--- src/rtl/lockout_guard.sv ---
`default_nettype none
// ============================================================================
//  Module   : lockout_guard
//  Brief    : Brute-force guard between the Open_Close button and lock control;
//             escalating timed lockout after repeated failed entries.
//  Revision : 1.0
// ============================================================================
module lockout_guard #(
    parameter int MAX_FAILS   = 3,
    parameter int TICK_DIV    = 100_000_000,
    parameter int LOCKOUT_SEC = 30,
    parameter int BLINK_DIV   = 25_000_000
) (
    input  logic       clk,
    input  logic       rst_n,
    input  logic       i_open_close,
    input  logic [2:0] i_selector,
    input  logic       i_alarm,
    output logic       o_open_close,
    output logic       o_alarm,
    output logic       o_lockout,
    output logic       o_release,
    output logic [7:0] o_seconds_left,
    output logic [3:0] o_fail_count,
    output logic [1:0] o_lockout_level
);

    localparam int TW = (TICK_DIV  > 1) ? $clog2(TICK_DIV)  : 1;
    localparam int BW = (BLINK_DIV > 1) ? $clog2(BLINK_DIV) : 1;

    localparam logic [TW-1:0] C_TICK_LAST  = TW'(TICK_DIV - 1);
    localparam logic [BW-1:0] C_BLINK_LAST = BW'(BLINK_DIV - 1);
    localparam logic [4:0]    C_MAX_FAILS  = 5'(MAX_FAILS);
    localparam logic [7:0]    C_BASE_SEC   = 8'(LOCKOUT_SEC);
    localparam logic [2:0]    C_SEL_FAIL   = 3'b111;
    localparam logic [2:0]    C_SEL_PASS   = 3'b110;

    typedef enum logic [0:0] {
        S_NORMAL  = 1'b0,
        S_LOCKOUT = 1'b1
    } state_t;

    state_t          r_state;
    state_t          w_state_nxt;
    logic [2:0]      r_sel_q;
    logic [3:0]      r_fail_cnt,  w_fail_cnt_nxt;
    logic [1:0]      r_level,     w_level_nxt;
    logic [7:0]      r_secs,      w_secs_nxt;
    logic [TW-1:0]   r_presc,     w_presc_nxt;
    logic [BW-1:0]   r_blink_cnt, w_blink_cnt_nxt;
    logic            r_blink_ph,  w_blink_ph_nxt;
    logic            r_oc,        w_oc_nxt;
    logic            r_release,   w_release_nxt;

    logic            w_fail_edge;
    logic            w_pass_edge;
    logic            w_trigger;

    assign w_fail_edge = (i_selector == C_SEL_FAIL) && (r_sel_q != C_SEL_FAIL);
    assign w_pass_edge = (i_selector == C_SEL_PASS) && (r_sel_q != C_SEL_PASS);
    assign w_trigger   = w_fail_edge && (({1'b0, r_fail_cnt} + 5'd1) == C_MAX_FAILS);

    always_ff @(posedge clk or negedge rst_n) begin
        if (!rst_n) begin
            r_state     <= S_NORMAL;
            r_sel_q     <= 3'b000;
            r_fail_cnt  <= 4'd0;
            r_level     <= 2'd0;
            r_secs      <= 8'd0;
            r_presc     <= '0;
            r_blink_cnt <= '0;
            r_blink_ph  <= 1'b1;
            r_oc        <= 1'b0;
            r_release   <= 1'b0;
        end else begin
            r_state     <= w_state_nxt;
            r_sel_q     <= i_selector;
            r_fail_cnt  <= w_fail_cnt_nxt;
            r_level     <= w_level_nxt;
            r_secs      <= w_secs_nxt;
            r_presc     <= w_presc_nxt;
            r_blink_cnt <= w_blink_cnt_nxt;
            r_blink_ph  <= w_blink_ph_nxt;
            r_oc        <= w_oc_nxt;
            r_release   <= w_release_nxt;
        end
    end

    always_comb begin
        w_state_nxt     = r_state;
        w_fail_cnt_nxt  = r_fail_cnt;
        w_level_nxt     = r_level;
        w_secs_nxt      = r_secs;
        w_presc_nxt     = '0;
        w_blink_cnt_nxt = '0;
        w_blink_ph_nxt  = 1'b1;
        w_oc_nxt        = 1'b0;
        w_release_nxt   = 1'b0;

        case (r_state)
            S_NORMAL: begin
                w_oc_nxt = i_open_close & ~w_trigger;
                if (w_fail_edge) begin
                    if (w_trigger) begin
                        // Duration uses the level before this lockout escalates it
                        w_state_nxt    = S_LOCKOUT;
                        w_fail_cnt_nxt = 4'd0;
                        w_secs_nxt     = C_BASE_SEC << r_level;
                        w_level_nxt    = (r_level == 2'd3) ? 2'd3 : r_level + 2'd1;
                    end else begin
                        w_fail_cnt_nxt = r_fail_cnt + 4'd1;
                    end
                end else if (w_pass_edge) begin
                    w_fail_cnt_nxt = 4'd0;
                    w_level_nxt    = 2'd0;
                end
            end

            S_LOCKOUT: begin
                if (r_blink_cnt == C_BLINK_LAST) begin
                    w_blink_cnt_nxt = '0;
                    w_blink_ph_nxt  = ~r_blink_ph;
                end else begin
                    w_blink_cnt_nxt = r_blink_cnt + 1'b1;
                    w_blink_ph_nxt  = r_blink_ph;
                end

                if (r_presc == C_TICK_LAST) begin
                    w_presc_nxt = '0;
                    if (r_secs <= 8'd1) begin
                        w_secs_nxt      = 8'd0;
                        w_state_nxt     = S_NORMAL;
                        w_release_nxt   = 1'b1;
                        w_blink_cnt_nxt = '0;
                        w_blink_ph_nxt  = 1'b1;
                    end else begin
                        w_secs_nxt = r_secs - 8'd1;
                    end
                end else begin
                    w_presc_nxt = r_presc + 1'b1;
                end
            end

            default: begin
                w_state_nxt = S_NORMAL;
            end
        endcase
    end

    assign o_open_close    = r_oc;
    assign o_lockout       = (r_state == S_LOCKOUT);
    assign o_release       = r_release;
    assign o_seconds_left  = r_secs;
    assign o_fail_count    = r_fail_cnt;
    assign o_lockout_level = r_level;
    assign o_alarm         = i_alarm | (o_lockout & r_blink_ph);

endmodule
`default_nettype wire

--- config.mk ---
export PLATFORM = sky130hd
export DESIGN_NAME = lockout_guard
export DESIGN_NICKNAME = d
export VERILOG_FILES = /design/src/rtl/lockout_guard.sv
export SDC_FILE = /design/constraint.sdc
export NUM_CORES = 1
export LEC_CHECK = 0
export ABC_AREA = 1
export CAP_MARGIN = 40
export CORE_MARGIN = 10
export CORE_UTILIZATION = 55
export DETAILED_ROUTE_END_ITERATION = 8
export GPL_ROUTABILITY_DRIVEN = 0
export PLACE_DENSITY = 0.8
export SYNTH_ARGS = -nofsm -noshare
export SYNTH_HDL_FRONTEND = slang
export SYNTH_SLANG_ARGS = --single-unit
--- constraint.sdc ---
create_clock -name clk -period 2.25 [get_ports clk]
set_input_delay 0.675 -clock clk [delete_from_list [all_inputs] [get_ports clk]]
set_output_delay 0.675 -clock clk [all_outputs]
set_load 0.01 [all_outputs]
==> metrics list, run 1 <==
- The run finished with clean final reports.
- Io pins: 25
- Yosys attributes the largest share of cell area to dfrtp_1 (44%), nand2_1 (16%), nor2_1 (11%), inv_1 (5.5%), nand3_1 (3.8%).
- In the routed design, unresolved DRC markers number 0.
* CTS buffer count: 9
* Detailed-route vias per instance: 5.13
* Number of buffers inserted by port buffering: 24
- Fraction of power consumed by sequential logic: 44.6%
- Synthesis instantiated 28 different standard cells from the library.
* Number of global-route vias before repair: 3,541
- Switch Pwr: 1460 uW
- Net switching is 35.6% of the power.
- In this run the static leakage power is 0.00215 uW.
- STA puts the critical path data required time at 1570 ps.
* Maximum Capacitance Violations: 0
- In this run the biggest area consumer among cell types represents 43.7% of the synthesized area.
- Measured on the finished design, the core utilization comes to 65.0%.
- After synthesis, the share of flip-flops with an asynchronous set or reset is 100%.
- Initial antenna violation count: 0
* Maximum cell stage delay along the critical path: 480 ps
- The routed design has 8.95 mm of wire.
- Relative contribution of the clock network to total power: 25.5%
* DR vias: 3,674
- Counting every sink on the clock net gives 73.
* Detailed placer's ending HPWL: 6.72 mm
* Std cell rows: 31
- Max-slew violation total from the final report: 0
* TritonCTS clock tree: done
- Summed over all layers, the global routing overflow is 0.
- Transition time at the pin with the least slew margin: 415 ps
- The longest clock path from root to sink contains 2 buffers.
- Final number of setup-violating endpoints: 0
- Routed wire length per instance: 12.5 um
- Cell breakdown of the critical path: clkdlybuf4s50_1 > o21bai_1 > clkdlybuf4s15_2
- The number of nets handed over by synthesis was 587.
* Initial cell density of the core: 56.6%
* Cell with the biggest individual delay on the critical path: clkdlybuf4s50_1
* Fin nets: 625
* Startpoint class of the critical path: primary input
* Clock transition at the registers of the reported paths: 80 ps
- After synthesis, the most frequently instantiated cells are nand2_1 (174), nor2_1 (116), dfrtp_1 (72).
- Gate count of the mapped netlist: 574
- Max IR drop VDD: 0.715 mV
- Flop and latch count out of synthesis: 73
* Worst hold-check path type: primary input to async pin
- The post-route netlist has 7.94% of its cells at a drive strength greater than 1.
- Setup skew after layout: 11.7 ps
* Worst Path Class, Setup: primary input to primary output
- CP Max Fanout: 1
* Pwr/cell area: 867 mW/mm2
- For this run, the total global-route usage over all layers was measured as 16.3%.
- The cell sitting at the root of the clock tree is a clkbuf_8.
- For this run, the leading register cell type out of synthesis is dfrtp_1.
- Number of diodes added for antenna fixing: 0
* Floorplan core area: 0.00729 mm2
- Synthesis Warnings: 0
- The cell area that synthesis handed to floorplanning was 0.00413 mm2.
- Of the available clock period, the critical path in the final layout requires 99.4%.
* Combinational cell fraction of total power: 29.9%
- Number of nets with antenna violations after routing: 0
- The H-tree generated during clock tree synthesis spans 3 levels.
- Post-synthesis area per instance: 7.19 um2
* Internal: 2650 uW
- Library cell occupying the most area in the post-synthesis netlist: dfrtp_1
- The first global-routing pass estimated 15.5 mm of wire.
* Number of enable flip-flop cells after synthesis: 0
- CP Data Arrival Time: 1560 ps
- Max Clk Rate: 447 MHz
- Unrepaired setup endpoints after global routing: no
- Headroom to the max-slew limit came out at 72.3%.
* Die Footprint: 0.0114 mm2
- Seq/Total Area, Yosys: 44.3%
* Chip Width: 107 um
- Clock insertion delay at the later pin of the skew report: 350 ps
* Synthesis-to-finish area growth: 14.9%
- The first routing iteration left 192 violations.
* Largest delay share family, worst path: buffers and inverters
* Period minus WS final: 2240 ps
* Final sum of negative setup slack: 0 ps
- Number of hold violations in the final report: 0
* Library cell with the highest instance count after synthesis: nand2_1
- In this run the vertical extent of the chip is 107 um.
- DRT Pass-1 Iters: 5
* Number of buffer and inverter instances along the worst setup path: 2
- Largest net degree at the start of global routing: 33
- Crit end category: primary output
==> power groups by stage <==
stage	sequential, uW	clock, uW	combinational, uW
after floorplan	1830	0	796
after global placement	1840	0	1200
after detailed placement	1850	0	1230
after CTS	1830	1060	1240
after global routing	1870	1120	1420
final	1830	1050	1230
==> cell usage in the layout (no fill, tap or decap), types with 2 or more instances in the layout <==
cell	synthesis	routed
nand4_1	13	13
clkinvlp_4	0	2
clkinv_4	0	2
nor2_2	6	6
clkbuf_8	0	10
inv_1	61	61
buf_4	0	9
dfrtp_1	72	72
buf_12	0	2
xor2_1	17	17
nand2_1	174	174
o21ai_0	17	17
nor3_1	21	21
ha_1	6	6
nor2_4	2	2
o21bai_1	3	3
nand2_2	7	7
clkdlybuf4s50_1	0	22
a21oi_1	3	3
nand3_1	31	31
nor2_1	116	116
xnor2_1	8	8
==> routing by layer <==
metal,GRT usage (%),vias to the layer above,share of wire (%)
met4,7.83,0,1.8
met1,20.4,1708,46
li1,-,1863,-
met2,25.9,90,46
met5,0,-,0
met3,4.01,13,5.8
==> registers in the layout, indices dropped and copies added (netlist names), 2 cells and up <==
signal,flops
o_fail_count,4
o_lockout_level,2
o_seconds_left,8
r_blink_cnt,25
r_presc,27
r_sel_q,3
==> stage by stage <==
stage / std cells / hold slack [ps] / total power, uW / cell area [um2] / setup slack [ps]
3_3_place_gp: 700 / 474 / 3030 / 4530 / -314
5_1_grt: 716 / 276 / 4420 / 4740 / 12.7
4_1_cts: 716 / 258 / 4140 / 4740 / 18.8
2_1_floorplan: 574 / 379 / 2630 / 4130 / 392
3_5_place_dp: 700 / 495 / 3090 / 4530 / -306
6_report: 716 / 252 / 4110 / 4740 / 14.5
==> path summary, 6_finish.rpt <==
check	start	end	slack, ps	depth (start not counted)
worst min register to register	r_presc[0]	r_presc[0]	500	1
worst min-delay path	rst_n	r_blink_cnt[22]	250	1
worst max register to register	r_presc[0]	r_blink_cnt[6]	310	11
min in group clk	r_presc[0]	r_presc[0]	500	1
worst max-delay path	i_alarm	o_alarm	10	3
max in group asynchronous	rst_n	r_blink_ph	1460	2
==> what timing repair did <==
action	CTS	global route
endpoints found under the hold margin	0	0
hold buffers	0	0
buffers inserted	0	0
endpoints found under the setup margin	1	0
gates resized for setup	3	0
==> cells by family after synthesis <==
logic type,share of synthesized area [%]
AND/OR/NAND/NOR,38.0
buffers and inverters,6.94
flip-flops,44.3
XOR/XNOR,5.31
AO/OA/AOI/OAI,3.64
adder cells (fa/ha/maj),1.82
==> cell type report <==
class	instances	area [um2]
tap	99	124
multi-input combinational	432	2010
inverter	62	233
clock buffer	10	138
sequential	73	1830
fill	657	2550
clock inverter	6	67.6
timing repair buffer	34	339
No activity file was read; power rests on OpenSTA's default activity.
==> run 2, diff against run 1 <==
--- a/config.mk
+++ b/config.mk
@@ -8,10 +8,10 @@
 export ABC_AREA = 1
 export CAP_MARGIN = 40
 export CORE_MARGIN = 10
-export CORE_UTILIZATION = 55
+export CORE_UTILIZATION = 30
 export DETAILED_ROUTE_END_ITERATION = 8
 export GPL_ROUTABILITY_DRIVEN = 0
-export PLACE_DENSITY = 0.8
+export PLACE_DENSITY = 0.51
 export SYNTH_ARGS = -nofsm -noshare
 export SYNTH_HDL_FRONTEND = slang
 export SYNTH_SLANG_ARGS = --single-unit
==> metrics list, run 2 (synthesized netlist as in run 1, its figures left out) <==
* Result of the run: complete, no violations
- The initial antenna violation count came to 0.
* Period Utilization, post-route: 96.8%
* Max H-tree Level: 3
- Drt total wl: 9.37 mm
* Most frequent standard cell in the layout excluding fill and tap cells: nand2_1
* Crit end category: primary output
* Number of hold violations in the final report: 0
* CP Data Arrival Time: 1500 ps
- In the final layout, the share of cells above drive strength 1 is 7.46%.
* CP Max Fanout: 1
* Fin nets: 626
* Detailed placer's ending HPWL: 6.95 mm
* Number of nets with antenna violations after routing: 0
- Global routing used 10.9% of the available tracks.
- Residual DRC count: 0
- Period minus WS final: 2180 ps
- Final number of setup-violating endpoints: 0
* TritonCTS clock tree: done
- Data on the critical path is required at its endpoint by 1570 ps.
- Setup skew after layout: 7.28 ps
* Pwr/cell area: 924 mW/mm2
- Library cell used as clock root buffer: clkbuf_16
- The total area inside the core boundary comes to 0.0133 mm2.
* Number of instances resized during post-cts repair: 1
* Final Hold Slack: 252 ps
- Worst Path Class, Setup: primary input to primary output
- The worst-case IR drop observed on VDD is 0.494 mV.
* Clock insertion delay at the later pin of the skew report: 340 ps
- Clock transition at the registers of the reported paths: 60 ps
- Combinational cells account for 26.5% of the total power.
* Flip-flop count of the largest register, all copies and words added: 27
* Maximum Capacitance Violations: 0
- Summed over all layers, the global routing overflow is 0.
* Number of buffers inserted by port buffering: 24
- Headroom to the max-slew limit came out at 76.1%.
- Switch Pwr: 1470 uW
* Switching Fraction: 32.2%
- Clock tree synthesis inserted a total of 9 buffers.
* Final sum of negative setup slack: 0 ps
- The number of max-slew violations in the final report came to 0.
- Static power due to leakage: 0.00221 uW
* Initial cell density of the core: 30.9%
- Compared with the post-synthesis result, the final layout area differs by 19.9%.
- Largest net degree at the start of global routing: 50
- The internal portion of the total power is 3100 uW.
* Number of global-route vias before repair: 3,651
- Leading cell types in the layout, fill and taps excluded: nand2_1 (174), nor2_1 (116), dfrtp_1 (72), inv_1 (61), nand3_1 (31)
- Register bank with the most flops: r_presc
* Number of clock sinks: 73
* Startpoint class of the critical path: primary input
* Finished Core Util: 37.1%
* Io pins: 25
- Per report_power, the sequential group accounts for 40.0% of the total.
* Number of diodes added for antenna fixing: 0
* Chip Width: 137 um
* Worst hold-check path type: primary input to async pin
* Transition time at the pin with the least slew margin: 359 ps
* Relative contribution of the clock network to total power: 33.4%
- Maximum root-to-sink buffer count: 2
- Based on the critical path, the design can be clocked at up to 459 MHz.
- Die height: 137 um
* Violation count after the first detailed-route iteration: 201
- Number of setup buffers added after CTS: 0
* DRT Pass-1 Iters: 4
- The first global-routing pass estimated 16.8 mm of wire.
- Routed wire length per instance: 11.8 um
* Detailed-route vias per instance: 4.48
* Std cell rows: 42
* Unrepaired setup endpoints after global routing: no
* Number of hold buffers added after CTS: 0
- The die covers 0.0188 mm2.
- DR vias: 3,553
## run 2: power groups by stage
stage          clock [uW]  combinational (uW)  sequential, uW
3_3_place_gp            0                1220            1850
2_1_floorplan           0                 796            1830
6_report             1530                1210            1830
5_1_grt              1630                1410            1880
4_1_cts              1570                1230            1830
3_5_place_dp            0                1230            1850
## run 2: final timing paths
check                                        to       start  cells after the start  slack [ps]
max in group asynchronous            r_presc[2]       rst_n                      2        1420
worst max-delay path                    o_alarm     i_alarm                      3          70
min in group clk                     r_presc[0]  r_presc[0]                      1         490
worst max register to register  r_blink_cnt[15]  r_presc[0]                     11         360
worst min-delay path             r_blink_cnt[4]       rst_n                      1         250
worst min register to register       r_presc[0]  r_presc[0]                      1         490
## run 2: cell type report
class / count / area [um2]
timing repair buffer: 35 / 344
clock buffer: 12 / 246
multi-input combinational: 432 / 2010
tap: 176 / 220
clock inverter: 3 / 65.1
sequential: 73 / 1830
fill: 1432 / 8400
inverter: 62 / 233
## run 2: worst max-delay path: stages
cell and delay [ps]:
clkdlybuf4s50_1 450, o21bai_1 90, dlygate4sd2_1 280
## run 2: routing by layer
metal / track usage [%] / vias up / share of wire (%)
met1: 13.6 / 1631 / 48
met5: 0 / - / 0
met4: 4.98 / 0 / 1.8
met3: 2.73 / 11 / 3.4
li1: - / 1869 / -
met2: 17.5 / 42 / 46
## run 2: stage by stage
stage,setup slack [ps],power (uW),cell area (um2),std cells
after floorplan,392,2630,4130,574
after global placement,-217,3070,4640,778
after detailed placement,-223,3080,4640,778
after CTS,55.8,4640,4950,793
after global routing,14.8,4920,4950,793
final,72.6,4570,4950,793
==> run 3, diff against run 2 <==
--- a/config.mk
+++ b/config.mk
@@ -12,6 +12,7 @@
 export DETAILED_ROUTE_END_ITERATION = 8
 export GPL_ROUTABILITY_DRIVEN = 0
 export PLACE_DENSITY = 0.51
+export SETUP_SLACK_MARGIN = 0.15
 export SYNTH_ARGS = -nofsm -noshare
 export SYNTH_HDL_FRONTEND = slang
 export SYNTH_SLANG_ARGS = --single-unit
==> metrics list, run 3 (synthesized netlist as in run 1, its figures left out) <==
- The flow ran to the end, and the final reports show no timing, DRC or antenna violations.
* Maximum Capacitance Violations: 0
- Io pins: 25
- Register bank with the most flops: r_presc
- The final route contains 3,549 vias.
- The initial utilization of the core area, before any placement, comes to 30.9%.
- Leading cell types in the layout, fill and taps excluded: nand2_1 (174), nor2_1 (116), dfrtp_1 (70), inv_1 (61), nand3_1 (31)
- 0 antenna diodes ended up in the layout.
- Startpoint class of the critical path: flip-flop
- The largest single stage delay on the critical path is 580 ps.
- Hold is met by 252 ps.
- At the pin with the least slew margin, the transition time is 360 ps.
* Unrepaired setup endpoints after global routing: no
- Wire length of the first global-routing pass: 16.8 mm
* Filler cell count in the final layout: 1,428
* Max Clk Rate: 488 MHz
* Most frequent standard cell in the layout excluding fill and tap cells: nand2_1
* Drt total wl: 9.38 mm
- Internal: 3100 uW
* Ratio of cells with drive above 1 in the final layout: 7.94%
* Library cell used as clock root buffer: clkbuf_16
* Detailed-route vias per instance: 4.48
- Clock insertion delay at the later pin of the skew report: 340 ps
* Synthesis-to-finish area growth: 20.0%
- Data on the critical path arrives at its endpoint at 1370 ps.
* CTS buffer count: 9
- In the finished design, the share of the clock period the worst path needs comes to 91.0%.
- Combinational cell fraction of total power: 26.5%
- Clock transition at the registers of the reported paths: 60 ps
- Largest net degree at the start of global routing: 50
* Detailed placer's ending HPWL: 6.95 mm
* Number of global-route vias before repair: 3,651
- Std cell rows: 42
- Number of buffers inserted by port buffering: 24
* Number of buffer and inverter instances along the worst setup path: 1
- STA classifies the critical path endpoint as a primary output.
- The floorplan step defined a die boundary enclosing 0.0188 mm2.
- Counting every sink on the clock net gives 73.
- Number of instances resized during post-cts repair: 5
- Grt total ovfl: 0
* Chip Width: 137 um
- The initial antenna violation count was 0.
- Period minus WS final: 2050 ps
* Number of nets with antenna violations after routing: 0
- Violation count after the first detailed-route iteration: 241
* Routed wire length per instance: 11.8 um
- The clock passes through at most 2 buffers.
- Cell with the biggest individual delay on the critical path: clkdlybuf4s50_1
* Static power due to leakage: 0.00220 uW
* DRT Pass-1 Iters: 4
- Overall fraction of global-route tracks in use: 10.9%
- Max-slew violation total from the final report: 0
- The number of setup buffers added after CTS is 0.
* Flip-flop count of the largest register, all copies and words added: 27
- Among cell families on the critical path, the largest total delay comes from buffers and inverters.
- Setup skew after layout: 7.65 ps
- Cell area reported after detailed placement: 0.00464 mm2
- Setup violations remaining at the end of the flow were counted as 0.
- Of the total power, the share spent switching nets is 32.1%.
- Number of hold violations in the final report: 0
- Fraction of power consumed by sequential logic: 40.1%
- Finished layout cell area: 0.00495 mm2
* Switch Pwr: 1470 uW
- VDD sags by at most 0.494 mV.
- Measured along the y axis, the die boundary spans 137 um.
* Number of hold buffers added after CTS: 0
- The critical path in this run is classified as flip-flop to primary output.
- In this run the worst path has a maximum fanout of 6.
- In this run the tightest slew margin relative to its limit is 76.0%.
* Max H-tree Level: 3
- After detailed routing, the number of remaining DRC violations is 0.
* Floorplan core area: 0.0133 mm2
* Relative contribution of the clock network to total power: 33.4%
- For this run, the post-layout net count is 626.
* Required time of the worst setup path: 1570 ps
* TritonCTS clock tree: done
- Pwr/cell area: 923 mW/mm2
* Cell breakdown of the critical path: clkdlybuf4s50_1
- Worst hold-check path type: primary input to async pin
## run 3: cell types whose count changed in the layout (fill, tap and decap cells not counted)
| cell | before | now |
|---|---|---|
| dfrtp_1 | 72 | 70 |
| dfrtp_2 | 0 | 2 |
| nand2_2 | 7 | 6 |
| clkdlybuf4s50_1 | 22 | 21 |
| buf_2 | 0 | 1 |
| nand2_4 | 0 | 1 |
## run 3: worst register-to-register path: cells and delay by family, from the launching register on
family / cells / cell delay (ps)
AND/OR/NAND/NOR: 7 / 620
buffers and inverters: 4 / 490
flip-flops: 1 / 430
adder cells (fa/ha/maj): 1 / 200
## run 3: worst paths after layout
check / from / endpoint / slack [ps] / depth (start not counted)
setup / recovery: o_seconds_left[2] / o_seconds_left[2] / 200 / 1
hold / removal: rst_n / r_blink_cnt[13] / 250 / 1
setup reg to reg: o_seconds_left[0] / r_blink_cnt[15] / 390 / 12
hold reg to reg: r_presc[0] / r_presc[0] / 490 / 1
max in group asynchronous: rst_n / o_lockout_level[1] / 1410 / 2
min in group clk: r_presc[0] / r_presc[0] / 490 / 1
## run 3: per-layer routing
metal  global-route usage [%]  up-vias  routed length [um]
met2                     17.5       47                4340
li1                         -     1869                   -
met4                     4.98        0                 165
met1                     13.6     1623                4520
met3                     2.73       10                 349
met5                        0        -                   0
## run 3: power by group through the flow
stage	Combinational, uW	Sequential [uW]	Clock [uW]
floorplan	796	1830	0
global placement	1220	1850	0
detailed placement	1230	1850	0
CTS	1230	1830	1570
global route	1410	1880	1630
finish	1210	1830	1530
## run 3: area by class of cell
type / count / area [um2] / share of cell area, %
sequential: 73 / 1830 / 37.0
multi-input combinational: 432 / 2020 / 40.7
inverter: 62 / 233 / 4.70
clock inverter: 3 / 65.1 / 1.31
timing repair buffer: 35 / 339 / 6.85
clock buffer: 12 / 246 / 4.98
tap: 176 / 220 / 4.45
## run 3: per-stage QoR
step / power, uW / setup slack, ps / setup TNS [ps] / utilization, % / instances
floorplan: 2630 / 392 / 0 / - / 574
global placement: 3070 / -217 / -217 / 34.7 / 778
detailed placement: 3080 / -223 / -223 / 34.7 / 778
CTS: 4640 / 166 / 0 / 37.0 / 793
global route: 4920 / 151 / 0 / 37.1 / 793
finish: 4570 / 202 / 0 / 37.1 / 793
